--- src/rtl/inv_key_schedule_if.sv ---
// Handshake bundle between the inverse key schedule and its neighbours.
// The key register file side starts a sequence; the inverse-cipher round
// logic side consumes round keys with a valid/ready handshake.
interface inv_key_schedule_if;
  logic         start;
  logic [127:0] key_in;
  logic         out_ready;
  logic         key_valid;
  logic [127:0] key_out;
  logic [3:0]   round_idx;
  logic         busy;
  logic         done;

  modport master (
    output start, key_in, out_ready,
    input  key_valid, key_out, round_idx, busy, done
  );

  modport slave (
    input  start, key_in, out_ready,
    output key_valid, key_out, round_idx, busy, done
  );
endinterface

--- src/rtl/inv_key_schedule.sv ---
// AES-128 inverse key schedule.
// Loaded with the round-10 key, it emits round keys 10 down to 0, one per
// handshake. Between keys it spends four cycles pushing RotWord bytes
// through a single shared forward S-box, then rewinds one round of the
// key expansion using an Rcon that is regenerated in descending order.
module inv_key_schedule (
  input logic               clk,
  input logic               rst,
  inv_key_schedule_if.slave bus
);

  typedef enum logic [1:0] {
    IDLE = 2'd0,
    EMIT = 2'd1,
    SUB  = 2'd2
  } state_t;

  // Forward AES S-box, entry 0x00 in the most significant byte.
  localparam logic [2047:0] SBOX_TABLE = {
    128'h637c777bf26b6fc53001672bfed7ab76,
    128'hca82c97dfa5947f0add4a2af9ca472c0,
    128'hb7fd9326363ff7cc34a5e5f171d83115,
    128'h04c723c31896059a071280e2eb27b275,
    128'h09832c1a1b6e5aa0523bd6b329e32f84,
    128'h53d100ed20fcb15b6acbbe394a4c58cf,
    128'hd0efaafb434d338545f9027f503c9fa8,
    128'h51a3408f929d38f5bcb6da2110fff3d2,
    128'hcd0c13ec5f974417c4a77e3d645d1973,
    128'h60814fdc222a908846eeb814de5e0bdb,
    128'he0323a0a4906245cc2d3ac629195e479,
    128'he7c8376d8dd54ea96c56f4ea657aae08,
    128'hba78252e1ca6b4c6e8dd741f4bbd8b8a,
    128'h703eb5664803f60e613557b986c11d9e,
    128'he1f8981169d98e949b1e87e9ce5528df,
    128'h8ca1890dbfe6426841992d0fb054bb16
  };

  // Combinational forward S-box lookup.
  function automatic logic [7:0] sbox(input logic [7:0] x);
    logic [10:0] base;
    base = 11'd2047 - {x, 3'b000};
    return SBOX_TABLE[base -: 8];
  endfunction

  // Rcon of the previous round: inverse of xtime in GF(2^8).
  function automatic logic [7:0] rcon_prev(input logic [7:0] r);
    return (r >> 1) ^ (r[0] ? 8'h8d : 8'h00);
  endfunction

  state_t       state_r, state_s;
  logic [127:0] key_r, key_s;
  logic [3:0]   round_r, round_s;
  logic [7:0]   rcon_r, rcon_s;
  logic [23:0]  temp_r, temp_s;     // SubWord bytes 0..2; byte 3 used directly
  logic [1:0]   cnt_r, cnt_s;
  logic         done_r, done_s;
  logic         key_valid_r, key_valid_s;
  logic         busy_r, busy_s;

  logic [31:0]  w0_s, w1_s, w2_s, w3_s;
  logic [31:0]  t_s, rot_s, subword_s;
  logic [7:0]   sbox_in_s, sbox_out_s;

  assign w0_s = key_r[127:96];
  assign w1_s = key_r[95:64];
  assign w2_s = key_r[63:32];
  assign w3_s = key_r[31:0];

  // t is the previous round's w3; its rotation feeds the shared S-box.
  assign t_s        = w3_s ^ w2_s;
  assign rot_s      = {t_s[23:0], t_s[31:24]};
  assign sbox_out_s = sbox(sbox_in_s);
  assign subword_s  = {temp_r, sbox_out_s};

  // Select the RotWord byte for the current SUB cycle, MSB first.
  always_comb begin
    sbox_in_s = rot_s[31:24];
    case (cnt_r)
      2'd0:    sbox_in_s = rot_s[31:24];
      2'd1:    sbox_in_s = rot_s[23:16];
      2'd2:    sbox_in_s = rot_s[15:8];
      2'd3:    sbox_in_s = rot_s[7:0];
      default: sbox_in_s = rot_s[31:24];
    endcase
  end

  // Next-state and datapath update for the IDLE/EMIT/SUB sequencer.
  always_comb begin
    state_s = state_r;
    key_s   = key_r;
    round_s = round_r;
    rcon_s  = rcon_r;
    temp_s  = temp_r;
    cnt_s   = cnt_r;
    done_s  = 1'b0;
    case (state_r)
      IDLE: begin
        if (bus.start) begin
          key_s   = bus.key_in;
          round_s = 4'd10;
          rcon_s  = 8'h36;
          state_s = EMIT;
        end else begin
          state_s = IDLE;
        end
      end
      EMIT: begin
        if (bus.out_ready) begin
          if (round_r == 4'd0) begin
            state_s = IDLE;
            done_s  = 1'b1;
          end else begin
            state_s = SUB;
            cnt_s   = 2'd0;
          end
        end else begin
          state_s = EMIT;
        end
      end
      SUB: begin
        case (cnt_r)
          2'd0: begin
            temp_s[23:16] = sbox_out_s;
            cnt_s         = 2'd1;
          end
          2'd1: begin
            temp_s[15:8] = sbox_out_s;
            cnt_s        = 2'd2;
          end
          2'd2: begin
            temp_s[7:0] = sbox_out_s;
            cnt_s       = 2'd3;
          end
          2'd3: begin
            key_s   = {w0_s ^ subword_s ^ {rcon_r, 24'h000000},
                       w1_s ^ w0_s,
                       w2_s ^ w1_s,
                       w3_s ^ w2_s};
            round_s = round_r - 4'd1;
            rcon_s  = rcon_prev(rcon_r);
            cnt_s   = 2'd0;
            state_s = EMIT;
          end
          default: begin
            cnt_s   = 2'd0;
            state_s = IDLE;
          end
        endcase
      end
      default: begin
        state_s = IDLE;
      end
    endcase
  end

  // Status outputs are decoded from the next state so they leave registers.
  always_comb begin
    key_valid_s = (state_s == EMIT);
    busy_s      = (state_s != IDLE);
  end

  // State, datapath and output registers with synchronous reset.
  always_ff @(posedge clk) begin
    if (rst) begin
      state_r     <= IDLE;
      key_r       <= 128'd0;
      round_r     <= 4'd0;
      rcon_r      <= 8'h36;
      temp_r      <= 24'd0;
      cnt_r       <= 2'd0;
      done_r      <= 1'b0;
      key_valid_r <= 1'b0;
      busy_r      <= 1'b0;
    end else begin
      state_r     <= state_s;
      key_r       <= key_s;
      round_r     <= round_s;
      rcon_r      <= rcon_s;
      temp_r      <= temp_s;
      cnt_r       <= cnt_s;
      done_r      <= done_s;
      key_valid_r <= key_valid_s;
      busy_r      <= busy_s;
    end
  end

  assign bus.key_valid = key_valid_r;
  assign bus.key_out   = key_r;
  assign bus.round_idx = round_r;
  assign bus.busy      = busy_r;
  assign bus.done      = done_r;

endmodule

--- src/flat_wrapper.sv ---
// flat-port wrapper written by rule: the top's interface ports become plain ports
module inv_key_schedule_flat 
  (clk, rst, bus_start, bus_key_in, bus_out_ready, bus_key_valid, bus_key_out, bus_round_idx, bus_busy, bus_done);
  inv_key_schedule_if bus_i ();
  input logic clk;
  input logic rst;
  input wire logic [$bits(bus_i.start)-1:0] bus_start;
  input wire logic [$bits(bus_i.key_in)-1:0] bus_key_in;
  input wire logic [$bits(bus_i.out_ready)-1:0] bus_out_ready;
  output wire logic [$bits(bus_i.key_valid)-1:0] bus_key_valid;
  output wire logic [$bits(bus_i.key_out)-1:0] bus_key_out;
  output wire logic [$bits(bus_i.round_idx)-1:0] bus_round_idx;
  output wire logic [$bits(bus_i.busy)-1:0] bus_busy;
  output wire logic [$bits(bus_i.done)-1:0] bus_done;
  assign bus_i.start = bus_start;
  assign bus_i.key_in = bus_key_in;
  assign bus_i.out_ready = bus_out_ready;
  assign bus_key_valid = bus_i.key_valid;
  assign bus_key_out = bus_i.key_out;
  assign bus_round_idx = bus_i.round_idx;
  assign bus_busy = bus_i.busy;
  assign bus_done = bus_i.done;
  inv_key_schedule u_core (.clk(clk), .rst(rst), .bus(bus_i));
endmodule
--- config.mk ---
export PLATFORM = sky130hd
export DESIGN_NAME = inv_key_schedule_flat
export DESIGN_NICKNAME = d
export VERILOG_FILES = /design/src/rtl/inv_key_schedule_if.sv /design/src/rtl/inv_key_schedule.sv /design/src/flat_wrapper.sv
export SDC_FILE = /design/constraint.sdc
export NUM_CORES = 1
export LEC_CHECK = 0
export ABC_AREA = 1
export CAP_MARGIN = 20
export CELL_PAD_IN_SITES_DETAIL_PLACEMENT = 1
export CELL_PAD_IN_SITES_GLOBAL_PLACEMENT = 1
export CORE_UTILIZATION = 30
export CTS_CLUSTER_SIZE = 12
export DETAILED_ROUTE_END_ITERATION = 7
export PLACE_DENSITY = 0.81
export SYNTH_ARGS = -nofsm -noshare
export SYNTH_HDL_FRONTEND = slang
export SYNTH_SLANG_ARGS = --single-unit
--- constraint.sdc ---
create_clock -name clk -period 3.2 [get_ports clk]
set_input_delay 0.48 -clock clk [delete_from_list [all_inputs] [get_ports clk]]
set_output_delay 0.48 -clock clk [all_outputs]
set_load 0.005 [all_outputs]
# ---- Word level (Yosys, flattened, before mapping)
# Cells that the tools add are included.
dict set report totals {
  ff_bits 171
  latch_bits 0
  mem_bits_rw 0
  rom_bits 0
  input_bits 132
  output_inout_bits 135
  word_cells 65
  memories 0
}
dict set report op_classes {
  addsub 2
  multipliers 0
  div 0
  magnitude_cmp 0
  n_eq_ne 10
  shift 1
  mux 21
  bitwise 8
  n_reduce_logical 12
}
# operator n
set ops {}
lappend ops {{2055-bit by 12-bit indexed part select with 8-bit output (first input constant)} 1}
lappend ops {{128-bit 2-to-1 mux} 2}
lappend ops {{128-bit one-hot mux with 2 select lines} 1}
lappend ops {{32-bit bitwise XOR} 5}
lappend ops {{8-bit one-hot mux with 4 select lines} 1}
lappend ops {{8-bit 2-to-1 mux} 3}
lappend ops {{8-bit one-hot mux with 2 select lines} 1}
lappend ops {{11-bit subtractor (first input constant)} 1}
lappend ops {{2-bit 2-to-1 mux} 5}
lappend ops {{4-bit 2-to-1 mux} 2}
lappend ops {{2-bit inequality test (second input constant)} 4}
lappend ops {{2-bit one-hot mux with 4 select lines} 1}
lappend ops {{4-bit one-hot mux with 2 select lines} 1}
lappend ops {{7-bit by 8-bit bitwise XOR with 8-bit output} 1}
lappend ops {{2-bit by 1-bit equality test with 1-bit output (second input constant)} 3}
lappend ops {{2-bit equality test (second input constant)} 3}
lappend ops {{2-bit one-hot mux with 3 select lines} 1}
lappend ops {{2-bit AND reduction} 3}
lappend ops {{3-bit AND reduction} 2}
lappend ops {{2-bit nonzero test} 3}
lappend ops {{2-bit logical NOT} 2}
lappend ops {{4-bit logical NOT} 1}
lappend ops {{2-bit one-hot mux with 2 select lines} 1}
lappend ops {{4-bit by 1-bit subtractor with 4-bit output (second input constant)} 1}
lappend ops {{other kinds (3)} 5}

# ---- Longest topological paths before layout
# Gate-level depths: netlist of run 1.
dict set report depth {
  depth_word 8
  ltp_mapped 24
  depth_no_buf 23
}

# ---- Worst setup path after synthesis of run 1
# Ideal clock, no wire load.
dict set report synth_path {
  path_type {flip-flop to flip-flop}
  startpoint {reg u_core.cnt_r[0]}
  endpoint {reg u_core.key_r[103], in the netlist u_core.bus.key_out[103]}
  setup_ps 138
  t_arrival_ps 2680
  t_required_ps 3062
  setup_slack_ps 382
  path_stages_with_launch 24
  path_buffers 1
  path_cell_list {dfxtp_1 -> inv_1 -> ha_1 -> buf_2 -> nand3_1 -> nand2_1 -> nor2_2 -> nor2_8 -> ha_1 -> inv_1 -> nand2_2 -> nand2_1 -> inv_1 -> nand2_1 -> nand3_1 -> nand2_1 -> nor2_1 -> nor2_1 -> nand2_1 -> nand2_2 -> nand2_1 -> nand3_1 -> nand2_1 -> a21oi_1}
}
dict set report synth_between {
  elab_chain_cells 8
}
# item line
set synth_lines {}
lappend synth_lines {{start: declaration} inv_key_schedule.sv:55} ;# logic [1:0] cnt_r, cnt_s;
lappend synth_lines {{start signal: assignment} inv_key_schedule.sv:180} ;# cnt_r <= cnt_s;
lappend synth_lines {{2-bit equality test, or another cell as far along} {inv_key_schedule.sv:78, inv_key_schedule.sv:121}}
lappend synth_lines {{8-bit one-hot mux with 4 select lines} inv_key_schedule.sv:78} ;# case (cnt_r)
lappend synth_lines {{11-bit subtractor} inv_key_schedule.sv:41} ;# base = 11'd2047 - {x, 3'b000};
lappend synth_lines {{2055-bit by 12-bit indexed part select with 8-bit output} inv_key_schedule.sv:42} ;# return SBOX_TABLE[base -: 8];
lappend synth_lines {{32-bit bitwise XOR (2 in series)} inv_key_schedule.sv:135} ;# key_s = {w0_s ^ subword_s ^ {rcon_r, 24'h000000},
lappend synth_lines {{128-bit 2-to-1 mux} inv_key_schedule.sv:121} ;# case (cnt_r)
lappend synth_lines {{128-bit one-hot mux with 2 select lines} inv_key_schedule.sv:96} ;# case (state_r)
lappend synth_lines {{end signal: assignment} inv_key_schedule.sv:176} ;# key_r <= key_s;
lappend synth_lines {{end: declaration} inv_key_schedule.sv:51} ;# logic [127:0] key_r, key_s;
# Several ways; a longest one is shown, not always the timed one. The select of a mux whose other input is x is not followed.
# A chain may end at the register's enable or synchronous reset.

# ---- Worst setup path after layout of run 1
dict set report layout_path {
  startpoint {reg u_core.cnt_r[1]}
  endpoint {reg u_core.key_r[99], in the netlist u_core.bus.key_out[99]}
}
# Same word-level chain as after synthesis.

==> impl_results.md, run 1 <==
- Top Ports: approximately 270
- Fraction of final layout cells with drive strength greater than 1: 0.176
- Critical Path Source Type: flip-flop
- Startpoint of the worst register-to-register path: u_core.cnt_r[1]
- Top achievable clock speed: ~320 MHz
- Average cell area after synthesis: 6.58 um^2
- Final routed wirelength across all metal layers: ~70 mm
- Slew Limit Headroom: 0.251
- Count leader, synth: sky130_fd_sc_hd__nand2_1
- Cell count after synthesis: around 1800
- Synthesized net count: approximately 2000
- Count of flip-flops with a built-in enable after synthesis: 0
- Hpwl dp: roughly 53 mm
- Endpoint arrival time on the critical path: between 3 and 4 ns
- Later-pin clock latency in the skew report: between 0.4 and 0.5 ns
- Met2 Resource Use GR: 0.554
- Hold_sp: u_core.bus.round_idx[0]
- Async set-reset flop share out of synthesis: 0
- Critical path capture point type: flip-flop
- Global-route total usage across every layer: 0.339
- Maximum number of pins on one net before global-route repair: 176
- Critical path class: reg -> reg
- Die footprint: ~41000 um^2
- Worst-case clock skew: ~0.022 ns
- Growth of design area from synthesis to finish: 43.5%
- Initial antenna violation count: 0
- Placement Rows: 72
- CTS tree: yes
- Yosys Warn Count: 0
- Leakage power: about 6.9 nW
- Number of vias per cell after detailed routing: roughly 5.6
- Post-route ant nets: 0
- Number of buffers on the longest clock path: 2
- Area inside the core boundary: slightly below 40000 um^2
- Power Density: between 600 and 700 nW/um^2
- Die width: a little over 200 um
- Global-route wire length before repair: between 100 and 150 mm
- Non-filler cells, final: ~2700
- Vias in the first global route: 15336
- Largest cells by area after synthesis: sky130_fd_sc_hd__dfxtp_1 (29%), sky130_fd_sc_hd__nand3_1 (12%), sky130_fd_sc_hd__nand2_1 (12%), sky130_fd_sc_hd__o21ai_0 (7.5%), sky130_fd_sc_hd__a21oi_1 (7.2%)
- Delay of the slowest critical-path stage: 0.38 ns
- First-pass DRT Iterations: 5
- Routed vias: approximately 15000
- Placed insts: about 2700
- Cells along the critical path: inv_2 -> ha_4 -> nand3_1 -> nand2_2 -> buf_4 -> o21ai_4 -> ha_1 -> buf_4 -> inv_1 -> nand3_1 -> buf_4 -> nand3_1 -> nand2_1 -> inv_1 -> nand2_1 -> nand3_1 -> nand2_1 -> nand3_2 -> nand3_1 -> nand3_1 -> nand2_1 -> a21oi_2
- Antenna Cells: 0
- Sequential share of the synthesized area: 0.287
- Met1 usage in global routing: 0.453
- Classification of the worst-slack hold path: reg -> reg
- Die extent in y: 201 um
- Prevailing post-synth register cell: sky130_fd_sc_hd__dfxtp_1
- Top fanout value on the critical path: 8
- Wire per inst: between 20 and 30 um
- Worst-margin pin slew: 1.12 ns
- Number of max-slew violations in the final report: 0
- Number of fill cells: about 4900
- Run status: finished clean
- Source of the critical timing path: u_core.cnt_r[1]
- Sequential cell area: about 3400 um^2
- Most instantiated cells after synthesis: sky130_fd_sc_hd__nand2_1 (371), sky130_fd_sc_hd__nand3_1 (287), sky130_fd_sc_hd__o21ai_0 (179)
- Placed Instance Area: ~16000 um^2
- Critical Path RT: roughly 3.5 ns
- Number of hold violations in the final report: 0
- Flop and latch count out of synthesis: roughly 170
- MaxCap Viol Count: 0
- Endpoints failing setup: 0
- Drt first-iter violations: roughly 1300
- Post-synth top area cell: sky130_fd_sc_hd__dfxtp_1
- Final critical-path share of the clock period: 0.974
- GR Layer Usage met3: 0.0531
- Slowest library cell on the worst path: sky130_fd_sc_hd__dfxtp_4
- Final critical delay including setup and external delays: 3.12 ns
- Routability-driven placement congestion ratio: between 0.9 and 1
- Inserted Clock Buffers: 17
- Initial standard-cell utilization of the core: 0.306
- Maximum vdd drop: approximately 0.00042 V
- Number of port buffers: roughly 270
- Worst-path clk slew: ~0.080 ns
- Distinct cells, synth: 44
- Clock tree sinks: 171
- Final #Nets: around 2300
- Number of H-tree branching levels: 4
- Finished layout cell area: roughly 17000 um^2
- Clock root buffer: sky130_fd_sc_hd__clkbuf_16
- Residual DRC count: 0
- GR Overflow Total: 0
- Most repeated library cell on the critical path: sky130_fd_sc_hd__nand3_1
- Total area of multi-input combinational cells: 7590 um^2
- Most utilized layer in the global route result: met2
- Cell area after technology mapping: 11900 um^2
- Synth top area share: 0.287
-- worst max-delay path: cells and delay by family (launching register included) --
family                     cells  cell delay [ns]
and+or+nand+nor               12             1.18
buffers and inverters          6             0.68
AOI/OAI and AO/OA              2             0.28
DFF                            1             0.38
adders and majority gates      2             0.43
-- state kept, by name, indices dropped and copies added, names as in the netlist --
register and count:
u_core.bus.key_out 128, u_core.cnt_r 2, u_core.rcon_r 8, u_core.bus.round_idx 4, u_core.temp_r 24, u_core.state_r 2, u_core.bus.busy 1, u_core.bus.key_valid 1
u_core.bus.done 1
-- power by group --
group	internal (mW)	switching (mW)
combinational	2.16	3.39
clock	1.29	1.04
sequential	2.31	0.261
-- final timing paths --
kind | end | slack (ns) | cells after the start
hold / removal | u_core.bus.round_idx[0] | 0.49 | 1
setup reg to reg | u_core.bus.key_out[99] | 0.08 | 22
hold reg to reg | u_core.bus.round_idx[0] | 0.49 | 1
setup / recovery | u_core.bus.key_out[99] | 0.08 | 22
-- placed cells by master (no fill, tap or decap), types with 4 or more instances in the layout --
master                            Yosys  routed
sky130_fd_sc_hd__or2_2               30      30
sky130_fd_sc_hd__nand2_1            371     359
sky130_fd_sc_hd__a221oi_1            19      19
sky130_fd_sc_hd__nand2_4              8      13
sky130_fd_sc_hd__nor2_2               8       8
sky130_fd_sc_hd__ha_1                19      14
sky130_fd_sc_hd__o221ai_1            31      31
sky130_fd_sc_hd__buf_12               0      16
sky130_fd_sc_hd__or2_1                4       4
sky130_fd_sc_hd__nand4_1              5       5
sky130_fd_sc_hd__o22ai_1             32      32
sky130_fd_sc_hd__nand2_2             26      33
sky130_fd_sc_hd__clkbuf_16            0      17
sky130_fd_sc_hd__xor2_1              17      17
sky130_fd_sc_hd__a21oi_1            171     170
sky130_fd_sc_hd__nor2_4               3       6
sky130_fd_sc_hd__nor2_1              79      76
sky130_fd_sc_hd__nand3_2             12      16
sky130_fd_sc_hd__o21ai_0            179     177
sky130_fd_sc_hd__clkdlybuf4s50_1      0     265
sky130_fd_sc_hd__o21bai_1             6       6
sky130_fd_sc_hd__buf_4               10     179
sky130_fd_sc_hd__inv_1              105     100
sky130_fd_sc_hd__o211ai_1             9       9
sky130_fd_sc_hd__inv_2               12      15
sky130_fd_sc_hd__a211oi_1            31      31
sky130_fd_sc_hd__xnor2_1             16      16
sky130_fd_sc_hd__o21ai_1              5       7
sky130_fd_sc_hd__dfxtp_1            171     167
sky130_fd_sc_hd__ha_4                 0       4
sky130_fd_sc_hd__a21oi_2              6       7
sky130_fd_sc_hd__nand3_1            287     279
sky130_fd_sc_hd__nand3_4              0       4
-- cell families (layout without fill, tap and decap cells) --
logic type,count (synthesis),in the layout,share of synthesized area
XOR/XNOR,33,33,0.0243
buffers and inverters,250,614,0.0942
AO/OA/AOI/OAI,499,499,0.247
adder cells (fa/ha/maj),19,19,0.0200
flip-flops,171,171,0.287
AND/OR/NAND/NOR,839,840,0.327
-- final cells by class --
| class | instances | area share |
|---|---|---|
| multi-input cells | 1391 | 0.444 |
| well taps | 518 | 0.0379 |
| inverters | 120 | 0.0266 |
| flip-flops and latches | 171 | 0.201 |
| clock inverters | 13 | 0.0104 |
| clock buffers | 19 | 0.0265 |
| repair buffers | 462 | 0.253 |
-- stage by stage --
stage,utilization,TNS [ns],setup slack [ns],power [mW],hold slack [ns]
after floorplan,-,0,0.382,5.08,0.458
after global placement,0.415,-4.04,-0.215,7.88,0.462
after detailed placement,0.415,-4.78,-0.250,7.86,0.467
after CTS,0.433,0,0.0154,10.2,0.486
after global routing,0.439,-0.106,-0.0265,10.9,0.526
final,0.439,0,0.0834,10.4,0.492
-- layer usage --
layer	routed length [um]	vias up	part of all wire
met5	0	-	0
met4	2360	0	0.034
met1	31100	7529	0.44
met3	4120	114	0.059
met2	32800	581	0.47
li1	-	6947	-
-- timing repair --
item | 4_1_cts | 5_1_grt
setup buffers | 2 | 6
pin swaps | 2 | 6
resized for setup | 17 | 39
endpoints found under the setup margin | 32 | 32
hold buffers | 0 | 0
gates cloned | 0 | 1
Note: power is estimated with default switching activity, not from simulation.
==> run 2, diff against run 1 <==
--- a/config.mk
+++ b/config.mk
@@ -9,10 +9,10 @@
 export CAP_MARGIN = 20
 export CELL_PAD_IN_SITES_DETAIL_PLACEMENT = 1
 export CELL_PAD_IN_SITES_GLOBAL_PLACEMENT = 1
-export CORE_UTILIZATION = 30
+export CORE_UTILIZATION = 36
 export CTS_CLUSTER_SIZE = 12
 export DETAILED_ROUTE_END_ITERATION = 7
-export PLACE_DENSITY = 0.81
+export PLACE_DENSITY = 0.93
 export SYNTH_ARGS = -nofsm -noshare
 export SYNTH_HDL_FRONTEND = slang
 export SYNTH_SLANG_ARGS = --single-unit
==> run 2 against run 1 <==
Final area down 1.8%; sequential power up 2%; critical endpoint is now u_core.temp_r[7]; non-clock buffer count fell by 27; largest power group unchanged.
==> impl_results.md, run 2 (same netlist as run 1, synthesis figures left out) <==
- Leading cell types in the layout, fill and taps excluded: sky130_fd_sc_hd__nand2_1 (354), sky130_fd_sc_hd__nand3_1 (279), sky130_fd_sc_hd__clkdlybuf4s50_1 (265) (was sky130_fd_sc_hd__nand2_1 (359), sky130_fd_sc_hd__nand3_1 (279), sky130_fd_sc_hd__clkdlybuf4s50_1 (265))
- Later-pin clock latency in the skew report: 0.48 ns (was 0.47 ns)
- MaxCap Viol Count: 0 (unchanged)
- Worst-margin pin slew: 1.12 ns (about the same)
- Critical Path Source Type: flip-flop (unchanged)
- Top achievable clock speed: 316 MHz (was 321 MHz)
- Number of fill cells: 4151 (was 4940)
- Post-route ant nets: 0 (unchanged)
- Number of H-tree branching levels: 4 (unchanged)
- Final routed wirelength across all metal layers: 75.5 mm (was 70.3 mm)
- Initial antenna violation count: 4 (was 0)
- Endpoint arrival time on the critical path: 3.54 ns (was 3.42 ns)
- Clock root buffer: sky130_fd_sc_hd__clkbuf_16 (unchanged)
- Classification of the worst-slack hold path: reg -> reg (unchanged)
- Hpwl dp: 53.8 mm (was 53.2 mm)
- Endpoints failing setup: 0 (unchanged)
- Vias in the first global route: 16139 (was 15336)
- Placed Instance Area: 15800 um^2 (was 16200 um^2)
- Die extent in y: 184 um (was 201 um)
- Power Density: 615 nW/um^2 (was 611 nW/um^2)
- Final hold slack: 0.521 ns (was 0.492 ns)
- Number of port buffers: 266 (unchanged)
- GR Overflow Total: 0 (unchanged)
- First-pass DRT Iterations: 5 (unchanged)
- Residual DRC count: 0 (unchanged)
- Maximum vdd drop: 0.000420 V (was 0.000419 V)
- Fraction of final layout cells with drive strength greater than 1: 0.173 (was 0.176)
- Maximum number of pins on one net before global-route repair: 239 (was 176)
- CTS tree: yes (unchanged)
- Final critical-path share of the clock period: 0.990 (was 0.974)
- Final setup slack of the worst path: 0.0306 ns (was 0.0834 ns)
- Routed vias: 15988 (was 15171)
- Number of vias per cell after detailed routing: 6.17 (was 5.63)
- Placement Rows: 66 (was 72)
- Number of hold violations in the final report: 0 (unchanged)
- Final #Nets: 2286 (was 2314)
- Critical path capture point type: flip-flop (unchanged)
- Clock tree sinks: 171 (unchanged)
- Drt first-iter violations: 1707 (was 1297)
- Slew Limit Headroom: 0.252 (was 0.251)
- Growth of design area from synthesis to finish: 40.9% (was 43.5%)
- Worst-path clk slew: 0.08 ns (about the same)
- Global-route wire length before repair: 108 mm (was 103 mm)
- Inserted Clock Buffers: 17 (unchanged)
- Critical Path RT: 3.57 ns (was 3.50 ns)
- Initial standard-cell utilization of the core: 0.366 (was 0.306)
- Final critical delay including setup and external delays: 3.17 ns (was 3.12 ns)
- Area inside the core boundary: 32500 um^2 (was 38900 um^2)
- Critical path class: reg -> reg (unchanged)
- Total area of multi-input combinational cells: 7640 um^2 (was 7590 um^2)
- Top Ports: 267 (unchanged)
- Number of buffers on the longest clock path: 2 (unchanged)
- Worst-case clock skew: 0.0248 ns (was 0.0215 ns)
- Routability-driven placement congestion ratio: 1.08 (was 0.999)
- Wire per inst: 29.1 um (was 26.1 um)
- Worst slack at placement: -0.405 ns (was -0.250 ns)
- Number of max-slew violations in the final report: 0 (unchanged)
- Leakage power: 6.76 nW (was 6.91 nW)
- Run status: finished clean (unchanged)
- Finished layout cell area: 16800 um^2 (was 17100 um^2)
- Flip-flop count of the largest register after layout: 128 (unchanged)
- Top fanout value on the critical path: 5 (was 8)
- Die width: 184 um (was 201 um)
- Global-route total usage across every layer: 0.435 (was 0.339)
- Most frequent standard cell in the layout excluding fill and tap cells: sky130_fd_sc_hd__nand2_1 (unchanged)
- Die footprint: 33800 um^2 (was 40500 um^2)
- Sequential cell area: 3440 um^2 (about the same)
run 2: cell count changes in the layout (fill, tap and decap cells not counted), sizes merged:
cell,previous run,this run
clkinv,7,6
clkbuf,19,17
bufinv,3,2
clkinvlp,1,2
diode,0,2
nand2,407,406
inv,122,125
buf,197,170
run 2: layout make-up:
class | count | share of cell area
inverters | 120 | 0.0270
flip-flops and latches | 171 | 0.205
well taps | 442 | 0.0329
clock buffers | 17 | 0.0253
clock inverters | 15 | 0.0107
repair buffers | 435 | 0.244
multi-input cells | 1390 | 0.455
diodes | 2 | 0.000298
run 2: timing repair:
action | in CTS | in global routing
setup endpoints to repair | 32 | 32
resized for setup | 24 | 54
hold buffers | 0 | 0
pin swaps | 1 | 15
buffers inserted | 0 | 11
run 2: worst paths after layout:
path                            from                      end  slack, ns  cells past startpoint
min reg2reg  u_core.bus.round_idx[0]  u_core.bus.round_idx[0]       0.52                      1
max reg2reg   u_core.bus.key_out[56]         u_core.temp_r[7]       0.03                     16
max           u_core.bus.key_out[56]         u_core.temp_r[7]       0.03                     16
min          u_core.bus.round_idx[0]  u_core.bus.round_idx[0]       0.52                      1
run 2: stage by stage:
stage	total power [mW]	TNS, ns	utilization	cells
2_1_floorplan	5.08	0	-	1811
3_3_place_gp	7.64	-1.59	0.486	2547
3_5_place_dp	7.67	-5.55	0.486	2547
4_1_cts	10.0	0	0.507	2579
5_1_grt	10.7	-0.0786	0.516	2592
6_report	10.3	0	0.516	2592
run 2: critical path: stages (launching register included):
cell                       delay (ns)
sky130_fd_sc_hd__dfxtp_1         0.50
sky130_fd_sc_hd__nand2_1         0.17
sky130_fd_sc_hd__nand3_1         0.16
sky130_fd_sc_hd__nand2_2         0.10
sky130_fd_sc_hd__o21ai_4         0.24
sky130_fd_sc_hd__ha_1            0.29
sky130_fd_sc_hd__inv_1           0.10
sky130_fd_sc_hd__nand3_1         0.19
sky130_fd_sc_hd__buf_4           0.21
sky130_fd_sc_hd__nand4_1         0.22
sky130_fd_sc_hd__nand3_2         0.20
sky130_fd_sc_hd__nand3_1         0.08
sky130_fd_sc_hd__nand2_1         0.13
sky130_fd_sc_hd__nand2_2         0.07
sky130_fd_sc_hd__buf_4           0.15
sky130_fd_sc_hd__o21bai_1        0.17
sky130_fd_sc_hd__inv_1           0.07
run 2: report_power, final:
part	total [mW]	leakage [nW]	switching (mW)	internal (mW)
Sequential	2.61	1.41	0.299	2.31
Combinational	5.42	5.05	3.37	2.06
Clock	2.30	0.294	1.12	1.18
run 2: per-layer routing:
| layer | track usage | share of wire | vias to the layer above |
|---|---|---|---|
| met1 | 0.535 | 0.40 | 7869 |
| met4 | 0.244 | 0.058 | 4 |
| met3 | 0.0840 | 0.072 | 299 |
| li1 | - | - | 6905 |
| met2 | 0.712 | 0.47 | 911 |
| met5 | 0 | 0.00032 | - |
